===== src/rtl/tile_dispatcher.sv =====
// Tile dispatcher: decodes a command stream into solver-lane limb writes and starts,
// and returns per-lane iteration results to a round-robin arbitrated output stream.
module tile_dispatcher #(
  parameter int NUM_LANES       = 4,
  parameter int LIMB_INDEX_BITS = 6,
  parameter int LIMB_SIZE_BITS  = 27
) (
  input  logic                         clock,
  input  logic                         reset,
  input  logic [31:0]                  in_data,
  input  logic                         in_valid,
  output logic                         in_ready,
  input  logic                         in_end_of_stream,
  output logic [31:0]                  out_addr,
  output logic [15:0]                  out_data,
  output logic                         out_last,
  output logic                         out_valid,
  input  logic                         out_ready,
  output logic [NUM_LANES-1:0]         s_wr_real_en,
  output logic [NUM_LANES-1:0]         s_wr_imag_en,
  output logic [LIMB_INDEX_BITS-1:0]   s_wr_index,
  output logic [LIMB_SIZE_BITS-1:0]    s_limb_data,
  output logic                         s_wr_num_limbs_en,
  output logic [LIMB_INDEX_BITS-1:0]   s_num_limbs,
  output logic                         s_wr_iter_lim_en,
  output logic [15:0]                  s_iter_lim,
  output logic [NUM_LANES-1:0]         s_start,
  input  logic [NUM_LANES-1:0]         s_done,
  input  logic [16*NUM_LANES-1:0]      s_iterations
);

  localparam int LANE_W = (NUM_LANES > 1) ? $clog2(NUM_LANES) : 1;
  localparam logic [LANE_W-1:0] LAST_LANE  = LANE_W'(NUM_LANES - 1);
  localparam logic [LANE_W:0]   LANE_COUNT = (LANE_W + 1)'(NUM_LANES);

  localparam logic [2:0] CMD_BASE   = 3'd0;
  localparam logic [2:0] CMD_CONFIG = 3'd1;
  localparam logic [2:0] CMD_REAL   = 3'd2;
  localparam logic [2:0] CMD_IMAG   = 3'd3;
  localparam logic [2:0] CMD_START  = 3'd4;

  typedef enum logic [1:0] {
    LANE_IDLE = 2'd0,
    LANE_BUSY = 2'd1,
    LANE_DONE = 2'd2
  } lane_state_t;

  lane_state_t                lane_state_r [NUM_LANES];
  lane_state_t                lane_state_s [NUM_LANES];
  logic [31:0]                lane_tag_r   [NUM_LANES];
  logic [31:0]                lane_tag_s   [NUM_LANES];
  logic [15:0]                lane_iter_r  [NUM_LANES];
  logic [15:0]                lane_iter_s  [NUM_LANES];

  logic [31:0]                base_addr_r, base_addr_s;
  logic [LIMB_INDEX_BITS-1:0] real_idx_r, real_idx_s;
  logic [LIMB_INDEX_BITS-1:0] imag_idx_r, imag_idx_s;
  logic [LANE_W-1:0]          load_ptr_r, load_ptr_s;
  logic [LANE_W-1:0]          last_grant_r, last_grant_s;
  logic [LANE_W-1:0]          out_lane_r, out_lane_s;
  logic                       eos_pending_r, eos_pending_s;

  logic                       out_valid_r, out_valid_s;
  logic                       out_last_r, out_last_s;
  logic [31:0]                out_addr_r, out_addr_s;
  logic [15:0]                out_data_r, out_data_s;

  logic [NUM_LANES-1:0]       wr_real_en_r, wr_real_en_s;
  logic [NUM_LANES-1:0]       wr_imag_en_r, wr_imag_en_s;
  logic [NUM_LANES-1:0]       start_r, start_s;
  logic [LIMB_INDEX_BITS-1:0] wr_index_r, wr_index_s;
  logic [LIMB_INDEX_BITS-1:0] num_limbs_r, num_limbs_s;
  logic [LIMB_SIZE_BITS-1:0]  limb_data_r, limb_data_s;
  logic                       wr_num_limbs_en_r, wr_num_limbs_en_s;
  logic                       wr_iter_lim_en_r, wr_iter_lim_en_s;
  logic [15:0]                iter_lim_r, iter_lim_s;

  logic [2:0]                 cmd_type_s;
  logic [28:0]                payload_s;
  logic                       all_idle_s, load_idle_s, ready_s, accept_s;
  logic                       out_hs_s, grant_found_s, grant_hit_s;
  logic                       others_active_s, eos_clear_s;
  logic [LANE_W:0]            cand_sum_s;
  logic [LANE_W-1:0]          cand_s, grant_lane_s;

  // Command decode and input flow control from registered lane state.
  always_comb begin
    cmd_type_s  = in_data[31:29];
    payload_s   = in_data[28:0];
    all_idle_s  = 1'b1;
    for (int i = 0; i < NUM_LANES; i++) begin
      all_idle_s = all_idle_s & (lane_state_r[i] == LANE_IDLE);
    end
    load_idle_s = (lane_state_r[load_ptr_r] == LANE_IDLE);
    case (cmd_type_s)
      CMD_BASE:   ready_s = 1'b1;
      CMD_CONFIG: ready_s = all_idle_s;
      CMD_REAL,
      CMD_IMAG,
      CMD_START:  ready_s = load_idle_s;
      default:    ready_s = 1'b1;
    endcase
    accept_s = in_valid & ready_s & ~reset;
  end

  assign in_ready = ready_s & ~reset;

  // Next-state computation for lanes, counters, solver strobes and output arbiter.
  always_comb begin
    lane_state_s      = lane_state_r;
    lane_tag_s        = lane_tag_r;
    lane_iter_s       = lane_iter_r;
    base_addr_s       = base_addr_r;
    real_idx_s        = real_idx_r;
    imag_idx_s        = imag_idx_r;
    load_ptr_s        = load_ptr_r;
    last_grant_s      = last_grant_r;
    out_lane_s        = out_lane_r;
    out_valid_s       = out_valid_r;
    out_addr_s        = out_addr_r;
    out_data_s        = out_data_r;
    wr_real_en_s      = '0;
    wr_imag_en_s      = '0;
    start_s           = '0;
    wr_num_limbs_en_s = 1'b0;
    wr_iter_lim_en_s  = 1'b0;
    wr_index_s        = wr_index_r;
    num_limbs_s       = num_limbs_r;
    limb_data_s       = limb_data_r;
    iter_lim_s        = iter_lim_r;
    grant_found_s     = 1'b0;
    grant_hit_s       = 1'b0;
    grant_lane_s      = '0;
    cand_sum_s        = '0;
    cand_s            = '0;
    others_active_s   = 1'b0;

    if (accept_s) begin
      case (cmd_type_s)
        CMD_BASE: base_addr_s = {3'b000, payload_s};
        CMD_CONFIG: begin
          iter_lim_s        = payload_s[15:0];
          num_limbs_s       = payload_s[16 +: LIMB_INDEX_BITS];
          wr_iter_lim_en_s  = 1'b1;
          wr_num_limbs_en_s = 1'b1;
        end
        CMD_REAL: begin
          wr_real_en_s[load_ptr_r] = 1'b1;
          wr_index_s               = real_idx_r;
          limb_data_s              = payload_s[LIMB_SIZE_BITS-1:0];
          real_idx_s               = real_idx_r + {{(LIMB_INDEX_BITS-1){1'b0}}, 1'b1};
        end
        CMD_IMAG: begin
          wr_imag_en_s[load_ptr_r] = 1'b1;
          wr_index_s               = imag_idx_r;
          limb_data_s              = payload_s[LIMB_SIZE_BITS-1:0];
          imag_idx_s               = imag_idx_r + {{(LIMB_INDEX_BITS-1){1'b0}}, 1'b1};
        end
        CMD_START: begin
          start_s[load_ptr_r]      = 1'b1;
          lane_state_s[load_ptr_r] = LANE_BUSY;
          lane_tag_s[load_ptr_r]   = base_addr_r;
          base_addr_s              = base_addr_r + 32'd1;
          real_idx_s               = '0;
          imag_idx_s               = '0;
          load_ptr_s               = (load_ptr_r == LAST_LANE) ? '0 : load_ptr_r + {{(LANE_W-1){1'b0}}, 1'b1};
        end
        default: base_addr_s = base_addr_r;
      endcase
    end else begin
      base_addr_s = base_addr_r;
    end

    // Completion pulses only count for lanes still solving.
    for (int i = 0; i < NUM_LANES; i++) begin
      if (lane_state_r[i] == LANE_BUSY && s_done[i]) begin
        lane_state_s[i] = LANE_DONE;
        lane_iter_s[i]  = s_iterations[16*i +: 16];
      end else begin
        lane_iter_s[i]  = lane_iter_r[i];
      end
    end

    out_hs_s = out_valid_r & out_ready;
    if (out_hs_s) begin
      lane_state_s[out_lane_r] = LANE_IDLE;
      out_valid_s              = 1'b0;
    end else begin
      out_valid_s              = out_valid_r;
    end

    // Search starts one past the last grant; the lane on display is never re-picked.
    for (int k = 1; k <= NUM_LANES; k++) begin
      cand_sum_s    = {1'b0, last_grant_r} + (LANE_W + 1)'(k);
      cand_sum_s    = (cand_sum_s >= LANE_COUNT) ? cand_sum_s - LANE_COUNT : cand_sum_s;
      cand_s        = cand_sum_s[LANE_W-1:0];
      grant_hit_s   = (lane_state_r[cand_s] == LANE_DONE) && !(out_valid_r && cand_s == out_lane_r);
      grant_lane_s  = (grant_hit_s && !grant_found_s) ? cand_s : grant_lane_s;
      grant_found_s = grant_found_s | grant_hit_s;
    end

    if ((!out_valid_r || out_hs_s) && grant_found_s) begin
      out_valid_s  = 1'b1;
      out_lane_s   = grant_lane_s;
      out_addr_s   = lane_tag_r[grant_lane_s];
      out_data_s   = lane_iter_r[grant_lane_s];
      last_grant_s = grant_lane_s;
    end else begin
      out_lane_s   = out_lane_r;
    end

    eos_clear_s   = (out_hs_s & out_last_r) |
                    (all_idle_s & ~out_valid_r & ~(accept_s & (cmd_type_s == CMD_START)));
    eos_pending_s = in_end_of_stream | (eos_pending_r & ~eos_clear_s);

    for (int i = 0; i < NUM_LANES; i++) begin
      others_active_s = others_active_s |
                        ((lane_state_s[i] != LANE_IDLE) && (LANE_W'(i) != out_lane_s));
    end
    out_last_s = out_valid_s & eos_pending_s & ~others_active_s;
  end

  // State register with synchronous reset.
  always_ff @(posedge clock) begin
    if (reset) begin
      for (int i = 0; i < NUM_LANES; i++) begin
        lane_state_r[i] <= LANE_IDLE;
        lane_tag_r[i]   <= 32'd0;
        lane_iter_r[i]  <= 16'd0;
      end
      base_addr_r       <= 32'd0;
      real_idx_r        <= '0;
      imag_idx_r        <= '0;
      load_ptr_r        <= '0;
      last_grant_r      <= '0;
      out_lane_r        <= '0;
      eos_pending_r     <= 1'b0;
      out_valid_r       <= 1'b0;
      out_last_r        <= 1'b0;
      out_addr_r        <= 32'd0;
      out_data_r        <= 16'd0;
      wr_real_en_r      <= '0;
      wr_imag_en_r      <= '0;
      start_r           <= '0;
      wr_index_r        <= '0;
      num_limbs_r       <= '0;
      limb_data_r       <= '0;
      wr_num_limbs_en_r <= 1'b0;
      wr_iter_lim_en_r  <= 1'b0;
      iter_lim_r        <= 16'd0;
    end else begin
      lane_state_r      <= lane_state_s;
      lane_tag_r        <= lane_tag_s;
      lane_iter_r       <= lane_iter_s;
      base_addr_r       <= base_addr_s;
      real_idx_r        <= real_idx_s;
      imag_idx_r        <= imag_idx_s;
      load_ptr_r        <= load_ptr_s;
      last_grant_r      <= last_grant_s;
      out_lane_r        <= out_lane_s;
      eos_pending_r     <= eos_pending_s;
      out_valid_r       <= out_valid_s;
      out_last_r        <= out_last_s;
      out_addr_r        <= out_addr_s;
      out_data_r        <= out_data_s;
      wr_real_en_r      <= wr_real_en_s;
      wr_imag_en_r      <= wr_imag_en_s;
      start_r           <= start_s;
      wr_index_r        <= wr_index_s;
      num_limbs_r       <= num_limbs_s;
      limb_data_r       <= limb_data_s;
      wr_num_limbs_en_r <= wr_num_limbs_en_s;
      wr_iter_lim_en_r  <= wr_iter_lim_en_s;
      iter_lim_r        <= iter_lim_s;
    end
  end

  assign out_valid         = out_valid_r;
  assign out_last          = out_last_r;
  assign out_addr          = out_addr_r;
  assign out_data          = out_data_r;
  assign s_wr_real_en      = wr_real_en_r;
  assign s_wr_imag_en      = wr_imag_en_r;
  assign s_wr_index        = wr_index_r;
  assign s_limb_data       = limb_data_r;
  assign s_wr_num_limbs_en = wr_num_limbs_en_r;
  assign s_num_limbs       = num_limbs_r;
  assign s_wr_iter_lim_en  = wr_iter_lim_en_r;
  assign s_iter_lim        = iter_lim_r;
  assign s_start           = start_r;

endmodule


===== config.mk =====
export PLATFORM = sky130hd
export DESIGN_NAME = tile_dispatcher
export DESIGN_NICKNAME = d
export VERILOG_FILES = /design/src/rtl/tile_dispatcher.sv
export SDC_FILE = /design/constraint.sdc
export NUM_CORES = 1
export LEC_CHECK = 0
export CAP_MARGIN = 20
export CORE_ASPECT_RATIO = 0.7
export CORE_MARGIN = 2
export CORE_UTILIZATION = 49
export CTS_CLUSTER_DIAMETER = 60
export DETAILED_ROUTE_END_ITERATION = 12
export PLACE_DENSITY = 0.76
export SKIP_LAST_GASP = 1
export SYNTH_ARGS = -nofsm -noshare
export SYNTH_HDL_FRONTEND = slang
export SYNTH_SLANG_ARGS = --single-unit

===== constraint.sdc =====
create_clock -name clock -period 2.4 [get_ports clock]
set_clock_uncertainty 0.05 [all_clocks]
set_input_delay 0.36 -clock clock [delete_from_list [all_inputs] [get_ports clock]]
set_output_delay 0.36 -clock clock [all_outputs]
set_load 0.01 [all_outputs]

# --- Word-level counts from Yosys, hierarchy flattened ---
# Index checks and enable logic that the tools add are counted.
word_totals:
  ff_bits: 369
  in_bits: 105
  out_inout_bits: 120
  wordCells: 236
classes:
  add_sub_neg: 12
  n_lt_le_gt_ge: 15
  eq_ne: 20
  muxes: 55
  bitwise_logic: 43
  reduce_logical: 60
op_table:
  columns: ["op", "n"]
  rows:
  - ["bitwise mux 128 bit", 1]
  - ["2-to-1 mux 32 bit", 3]
  - ["binary-select mux 32 bit (select 2 bit)", 1]
  - ["demux 32 bit (select 2 bit)", 1]
  - ["one-hot mux 32 bit (2 select lines)", 1]
  - ["2-to-1 mux 2 bit", 26]
  - ["one-hot mux 6 bit (2 select lines)", 3]
  - ["greater-or-equal comparator 3 bit, second input constant", 11]
  - ["adder 32 x 1 -> 32 bit, second input constant", 1]
  - ["binary-select mux 16 bit (select 2 bit)", 1]
  - ["2-to-1 mux 16 bit", 2]
  - ["2-to-1 mux 8 bit", 3]
  - ["logical AND 1 bit", 23]
  - ["NOT 2 -> 3 bit", 7]
  - ["binary-select mux 2 bit (select 2 bit)", 5]
  - ["nonzero test 2 bit", 9]
  - ["AND 1 bit", 14]
  - ["AND reduction 2 bit", 7]
  - ["adder 6 x 1 -> 6 bit, second input constant", 2]
  - ["OR reduction 3 bit", 4]
  - ["equality test 2 bit, second input constant", 5]
  - ["zero test 2 bit", 5]
  - ["NOT 1 bit", 9]
  - ["AND 8 bit", 1]
  - ["other kinds (28)", 60]

# --- Logic depth before layout (Yosys ltp) ---
# Gate-level depths: netlist of run 1.
depth:
  ltp_word: 22
  depth_mapped: 13
  mapped_depth_nobuf: 10

# --- Worst setup path after synthesis of run 1 ---
# OpenSTA, ideal clock, no wires.
synth_timing:
  kind: "register to register"
  start: "register lane_state_r[2] (netlist name)"
  end: "register out_addr_r[0] (netlist: out_addr[0])"
  setup_time_ns: 0.128
  t_arrival_ns: 2.372
  required_time_ns: 2.222
  setup_slack_ns: -0.150
  path_stages_with_launch: 12
  path_buffers: 2
  synth_period_minus_slack_ns: 2.550
  cell_sequence: "dfxtp_1 > nand2b_1 > mux4_2 > o21ai_2 > a22o_2 > o211ai_1 > a21o_1 > buf_6 > buf_6 > mux2_4 > a22oi_2 > o21ai_1"
synth_between:
  elab_chain_len: 14
  elab_cells_between_ends: 38
  classes_between: "eq/ne: 4; mux: 19; bitwise: 4; reduce/logical: 11"
synth_lines:
  columns: ["element", "line_no", "rtl"]
  rows:
  - ["start, declared", "48", "lane_state_t lane_state_r [NUM_LANES];"]
  - ["start signal, assigned", "252", "lane_state_r <= lane_state_s;"]
  - ["binary-select mux 2 bit (select 2 bit)", "197", "grant_hit_s = (lane_state_r[cand_s] == LANE_DONE) && !(out_valid_r && cand_s == out_lane_r);"]
  - ["2-to-1 mux 2 bit (implied by the code) (2 in a row)", "197", null]
  - ["equality test 2 bit", "197", null]
  - ["logical AND 1 bit", "197", null]
  - ["zero test 1 bit or OR 1 bit (tied branches)", "198, 199", null]
  - ["logical AND 1 bit, or another cell as far along", "198", "grant_lane_s = (grant_hit_s && !grant_found_s) ? cand_s : grant_lane_s;"]
  - ["2-to-1 mux 2 bit, or another cell as far along", "198", null]
  - ["2-to-1 mux 2 bit or logical AND 1 bit (tied branches)", "198", null]
  - ["2-to-1 mux 2 bit", "198", null]
  - ["NOT 2 -> 3 bit (implied by the code)", "205", "out_addr_s = lane_tag_r[grant_lane_s];"]
  - ["binary-select mux 32 bit (select 2 bit)", "205", null]
  - ["2-to-1 mux 32 bit (implied by the code) (2 in a row)", "205", null]
  - ["end signal, assigned", "264", "out_addr_r <= out_addr_s;"]
  - ["end, declared", "65", "logic [31:0] out_addr_r, out_addr_s;"]
# Several ways; a longest one is shown, not always the timed one. The select of a mux whose other input is x is not followed.
# A chain may end at the register's enable or synchronous reset.

# --- Worst setup path in the final report of run 1 ---
layout_timing:
  start: "register lane_state_r[3] (netlist name)"
  end: "register out_addr_r[15] (netlist: out_addr[15])"
# The elaborated chain is that of the path after synthesis.

==> impl_results.md, run 1 <==
* HPWL after DPL at 33000 um
* Fin cells at 2665
* Cells after DPL at 2563
* CTS tree: done
* Drt total wl at 51300 um
* Largest net degree at the start of global routing at 209
* CTS H-tree lvls at 2
* First-pass GRT wire length at 79700 um
* Vias in the first global route at 14.7k
* Mapped Area at 15700 um^2
* CTS Sinks at 369
* Crit path DAT at 3.21 ns
* Rel. slew slack at 0.295
* Core region area at 31400 um^2
* Design Area, Final at 21900 um^2
* Final Hold Viols at 0
* Remaining antenna violation count after routing at 0
* Final WS setup at -0.441 ns
* Worst VDD drop at 0.000424 V
* Fmax at 352 MHz
* Grt ovf at 0
* Hold Path Class: primary input to flip-flop
* Area Growth Syn to Fin at 39.2%
* Clock share of power at 0.471
* Worst skew pair latency at 0.53 ns
* Max Cap Viol at 0
* Number of distinct library cells after synthesis at 67
* Clk pin slew, worst setup/hold paths at 0.06 ns
* TritonCTS buffer count at 36
* FILL cells at 2329
* Final worst-path cycle share at 1.18
* Die span in x at 218 um
* CP max FO at 8
* RSZ-0062 raised after global routing: true
* Global-route layer with the greatest usage: met2
* Power density cells at 594 nW/um^2
* Seq/Total Area, Yosys at 0.470
* Final Max Slew Viols at 0
* Final min period at 2.84 ns
* Row cnt at 54
* Initial Utilization at 0.501
* Post-Synthesis Cells at 1883
* Final nets at 2334
* Overall routing resource usage at 0.296
* DIE AREA at 33500 um^2
* EDFF count, synth at 0
* Psw at 2.80 mW
* Worst slew pin tran at 1.06 ns
* Critical path class: flip-flop to flip-flop
* Share of flip-flops with an asynchronous set or reset at 0
* Cell leakage power at 7.51 nW
* Vias at 15.1k
* Post-Syn Area per Cell at 8.34 um^2
* Comb pwr share at 0.052
* Part of the power in registers at 0.476
* Syn_nets at 1995
* Antenna violations before repair at 0
* Layout cells sized above 1 at 0.212
* Power Internal at 10.2 mW
* Post-synth top flop: dfxtp_1
* WL per Instance at 19.3 um
* CP endpoint kind: flip-flop
* Grt met3 use at 0.0568
* Failing checks: setup timing
* Met2 Usage GRT at 0.481
* Die Span Y at 154 um
* Setup TNS at -40.44 ns
* Max Root-Sink Buffers at 3
* DR iter-0 viols at 1469
* Post-DR vias/cell at 5.68
* Setup violators final at 190
* Outcome: complete, but fails checks
* M1 GR Usage at 0.398
* Antenna cells at 0
* DRC at 0
* Hold-fix buffers, CTS at 0
* Placed Area at 19600 um^2
* Required @ worst endpoint at 2.77 ns
* IO Pins at 225
* Drt first pass iters at 6
* Register bit total from synthesis at 369
* Synth warn at 0
* CTS root buf: clkbuf_16
* Gp weighted congestion at 0.927
* Sw frac at 0.215
* CP Launch Type: flip-flop
* Port Buf Inserts at 224
* Hold WS at 0.101 ns
## cell usage in the layout, fill, tap and decap left out, types with 6 or more instances in the layout
cell	instances
a22oi_2	46
a311oi_1	7
clkbuf_16	39
nor3_1	16
a21oi_2	30
nand3b_1	8
buf_4	173
clkbuf_8	9
o22ai_1	8
a21oi_1	253
ha_1	7
clkbuf_1	8
nand4_1	8
nor2_1	62
and2_1	12
and3b_1	6
a31oi_1	7
inv_1	11
clkdlybuf4s50_1	222
and3_1	8
mux2_4	45
a211oi_1	15
mux2i_1	48
dfxtp_2	9
xor2_1	8
bufinv_16	6
o21ai_1	50
bufbuf_16	8
buf_12	24
dfxtp_1	357
buf_6	13
nand2_1	538
nand3_1	30
o21ai_0	24
## synth_stat cells (9+ instances only)
cell type  count  area share
a21oi_1      285       0.091
nor3_1        20      0.0064
xor2_1         9      0.0050
dfxtp_1      369        0.47
nand3_1       31      0.0099
inv_1         12      0.0029
and3_1         9      0.0036
a22oi_2       45       0.036
nor2_1        66       0.016
clkbuf_1      98       0.023
o21ai_1       46       0.015
o21ai_0       29      0.0092
a211oi_1      16      0.0076
and2_1        12      0.0048
nand2_1      542        0.13
mux2_4        45       0.043
a31oi_1        9      0.0036
buf_2         29      0.0092
mux2i_1       50       0.032
## metrics by stage
stage	setup WS, ns	util	power (mW)
floorplan	-0.0900	-	6.58
global placement	-0.406	0.624	6.96
detailed placement	-0.378	0.624	6.97
CTS	-0.375	0.688	13.0
global route	-0.489	0.697	13.4
finish	-0.441	0.697	13.0
## state kept, by name, indices dropped and copies added (netlist names), 6 cells and up
signal,cells
lane_iter_r,64
out_addr,32
s_wr_index,6
lane_state_r,8
s_iter_lim,16
out_data,16
s_limb_data,27
lane_tag_r,128
real_idx_r,6
s_num_limbs,6
imag_idx_r,6
base_addr_r,32
## critical path: stages, from the launching register on
cell      delay, ns
dfxtp_2        0.35
buf_12         0.11
nand2b_4       0.05
mux4_2         0.55
o21ai_4        0.21
buf_4          0.15
nor4_1         0.04
buf_4          0.15
a21o_4         0.24
buf_12         0.16
buf_12         0.14
mux2_4         0.30
a22oi_2        0.12
o21ai_1        0.09
## cells by family after synthesis
group / after synthesis / synth area share
mux: 100 / 0.0799
buf+inv: 165 / 0.0467
flops: 369 / 0.470
simple gates: 741 / 0.198
xor+xnor: 14 / 0.00780
fa+ha+maj: 7 / 0.00557
compound gates: 487 / 0.192
## layout make-up
cell class,count,area [um^2],share of cell area
Tap cell,420,526,0.0240
Timing Repair Buffer,449,4560,0.209
Inverter,17,90.1,0.00412
Clock inverter,8,194,0.00887
Sequential cell,369,7410,0.339
Multi-Input combinational cell,1349,8010,0.367
Clock buffer,53,1070,0.0488
## routing by layer
layer	routed length [um]	vias up	share of wire
met2	23800	678	0.46
met3	4570	128	0.089
met5	0	-	0
met1	21500	7218	0.42
met4	1460	0	0.028
li1	-	7116	-
## worst paths after layout
path / start / endpoint / slack (ns) / depth (start not counted)
min: reset / out_valid / 0.10 / 2
max reg2reg: lane_state_r[3] / out_addr[15] / -0.44 / 13
max: lane_state_r[3] / out_addr[15] / -0.44 / 13
min reg2reg: s_limb_data[8] / s_limb_data[8] / 0.40 / 2
## repair_timing
| item | in CTS | in global routing |
|---|---|---|
| buffers inserted | 21 | 9 |
| gates resized for setup | 75 | 50 |
| cloned | 9 | 2 |
| endpoints found under the setup margin | 250 | 276 |
| pin swaps | 15 | 11 |
## power by group through the flow
stage / Clock (mW) / Combinational (mW) / Sequential [mW]
3_5_place_dp: 0 / 0.636 / 6.33
6_report: 6.12 / 0.681 / 6.19
4_1_cts: 6.19 / 0.655 / 6.19
2_1_floorplan: 0 / 0.252 / 6.33
5_1_grt: 6.45 / 0.720 / 6.19
3_3_place_gp: 0 / 0.629 / 6.33
Power figures use the tool's default switching activity.
==> inputs of run 2 (changes only) <==
Settings changed: TNS_END_PERCENT set to 10.
==> run 2 against run 1 <==
Die area unchanged. Maximum frequency grew 0.91%. Combinational power fell by 3%. Global-route usage is 1.4 points lower. The run still ends with setup timing left. Clock-buffer cell count is 1 lower. Non-clock buffer count is 13 lower. Sequential cell count did not move. Sequential power about the same.
==> impl_results.md, run 2 (synthesis results as in run 1) <==
* Placed Area at 19400 um^2
* Vias in the first global route at 14.4k
* Power density cells at 572 nW/um^2
* Largest registers: lane_tag_r x128, lane_iter_r x64
* Drt first pass iters at 6
* Psw at 2.65 mW
* DR iter-0 viols at 1360
* Final WS setup at -0.415 ns
* Fmax at 355 MHz
* Critical path class: flip-flop to flip-flop
* Worst R2R Start: last_grant_r[1]
* Outcome: complete, but fails checks
* TritonCTS buffer count at 36
* Final min period at 2.82 ns
* Antenna violations before repair at 0
* Largest net degree at the start of global routing at 183
* CP max FO at 6
* Final worst-path cycle share at 1.17
* Failing checks: setup timing
* CP Launch Type: flip-flop
* FILL cells at 2449
* Commonest non-fill, non-tap cell in the layout: nand2_1
* Hold-fix buffers, CTS at 0
* Grt ovf at 0
* CTS Sinks at 369
* CTS H-tree lvls at 2
* Hold path start: reset
* Max Cap Viol at 0
* Max FFs per register at 128
* Hold Path Class: primary input to flip-flop
* Port Buf Inserts at 224
* IO Pins at 225
* Antenna cells at 0
* Top reg by flops: lane_tag_r
* Row cnt at 54
* Area Growth Syn to Fin at 35.4%
* Final core occ at 0.679
* Die Span Y at 154 um
* Clk pin slew, worst setup/hold paths at 0.06 ns
* Layout cells sized above 1 at 0.189
* Worst slack, placed at -0.470 ns
* Crit Reg-Reg Endpoint: out_last
* First-pass GRT wire length at 76000 um
* Worst slew pin tran at 0.862 ns
* HPWL after DPL at 32400 um
* Part of the power in registers at 0.508
* Hold WS at 0.0565 ns
* Final Hold Viols at 0
* RSZ-0062 raised after global routing: true
* Clock share of power at 0.437
* Final nets at 2323
* Power Internal at 9.53 mW
* CTS tree: done
* Worst VDD drop at 0.000516 V
* CP endpoint kind: flip-flop
* WL per Instance at 18.6 um
* Tot Pwr at 12.2 mW
* Most frequent cells in the layout: 540 x nand2_1, 357 x dfxtp_1, 284 x a21oi_1
* Worst skew pair latency at 0.52 ns
* Required @ worst endpoint at 2.76 ns
* DIE AREA at 33500 um^2
* Max Root-Sink Buffers at 3
* Die span in x at 218 um
* Rel. slew slack at 0.425
* Sw frac at 0.217
* Comb pwr share at 0.054
* CTS root buf: clkbuf_16
* Core region area at 31400 um^2
* Setup violators final at 251
* Cell leakage power at 7.28 nW
* Cells after DPL at 2546
* Gp weighted congestion at 0.910
* Hold depth at 2
* Register-to-Register Path Depth at 12
* Crit path DAT at 3.18 ns
* Setup TNS at -29.70 ns
* R2R Setup Slk at -0.42 ns
* Fin cells at 2647
* DRC at 0
* Drt total wl at 49200 um
* Hold Crit Endpoint: s_wr_index[0]
* Remaining antenna violation count after routing at 0
* Initial Utilization at 0.501
* Post-DR vias/cell at 5.69
* Overall routing resource usage at 0.282
* Final Max Slew Viols at 0
* Vias at 15.1k
* Design Area, Final at 21300 um^2
run 2: critical path: stages, from the launching register on:
cell and delay, ns:
dfxtp_4 0.38, inv_4 0.07, mux4_2 0.58, o21ai_4 0.18
a22o_2 0.18, o211ai_1 0.13, buf_4 0.20, a21o_4 0.27
buf_8 0.16, buf_6 0.12, o2111ai_2 0.15, a21oi_1 0.09
o21a_1 0.16
run 2: worst max path at each step:
stage	startpoint	to	depth (start not counted)
after floorplan	lane_state_r[0]	out_addr[0]	11
after global placement	lane_state_r[5]	in_ready	8
after detailed placement	out_valid	out_addr[18]	10
after CTS	lane_state_r[2]	in_ready	8
after global routing	lane_state_r[3]	in_ready	8
final	last_grant_r[1]	out_last	12
run 2: layout make-up:
cell class	count	area, um^2	area share
well taps	420	526	0.0247
clock buffers	52	1030	0.0485
inverters	17	66.3	0.00312
clock inverters	2	35.0	0.00165
flip-flops and latches	369	7410	0.348
multi-input cells	1351	7930	0.373
repair buffers	436	4270	0.201
run 2: layer usage:
layer / part of all wire / global-route usage / routed length [um]
met1: 0.44 / 0.396 / 21500
met2: 0.45 / 0.443 / 22200
met3: 0.086 / 0.0445 / 4240
met4: 0.025 / 0.0959 / 1250
met5: 0 / 0 / 0
run 2: power groups by stage:
stage	Sequential, mW	Clock [mW]	Combinational (mW)
floorplan	6.33	0	0.251
global placement	6.33	0	0.634
detailed placement	6.33	0	0.640
CTS	6.19	5.40	0.650
global route	6.19	5.64	0.703
finish	6.19	5.33	0.663
run 2: timing repair:
action                                  4_1_cts  5_1_grt
gates cloned                                  5        1
pin swaps                                    21       16
gates resized for setup                      51       40
endpoints found under the setup margin      259      282
setup buffers                                30       11
==> inputs of run 3 (changes only) <==
Settings changed: SLEW_MARGIN set to 20.
==> results of run 3 <==
Same layout as run 2: the final DEF is identical, and so are final timing and power.
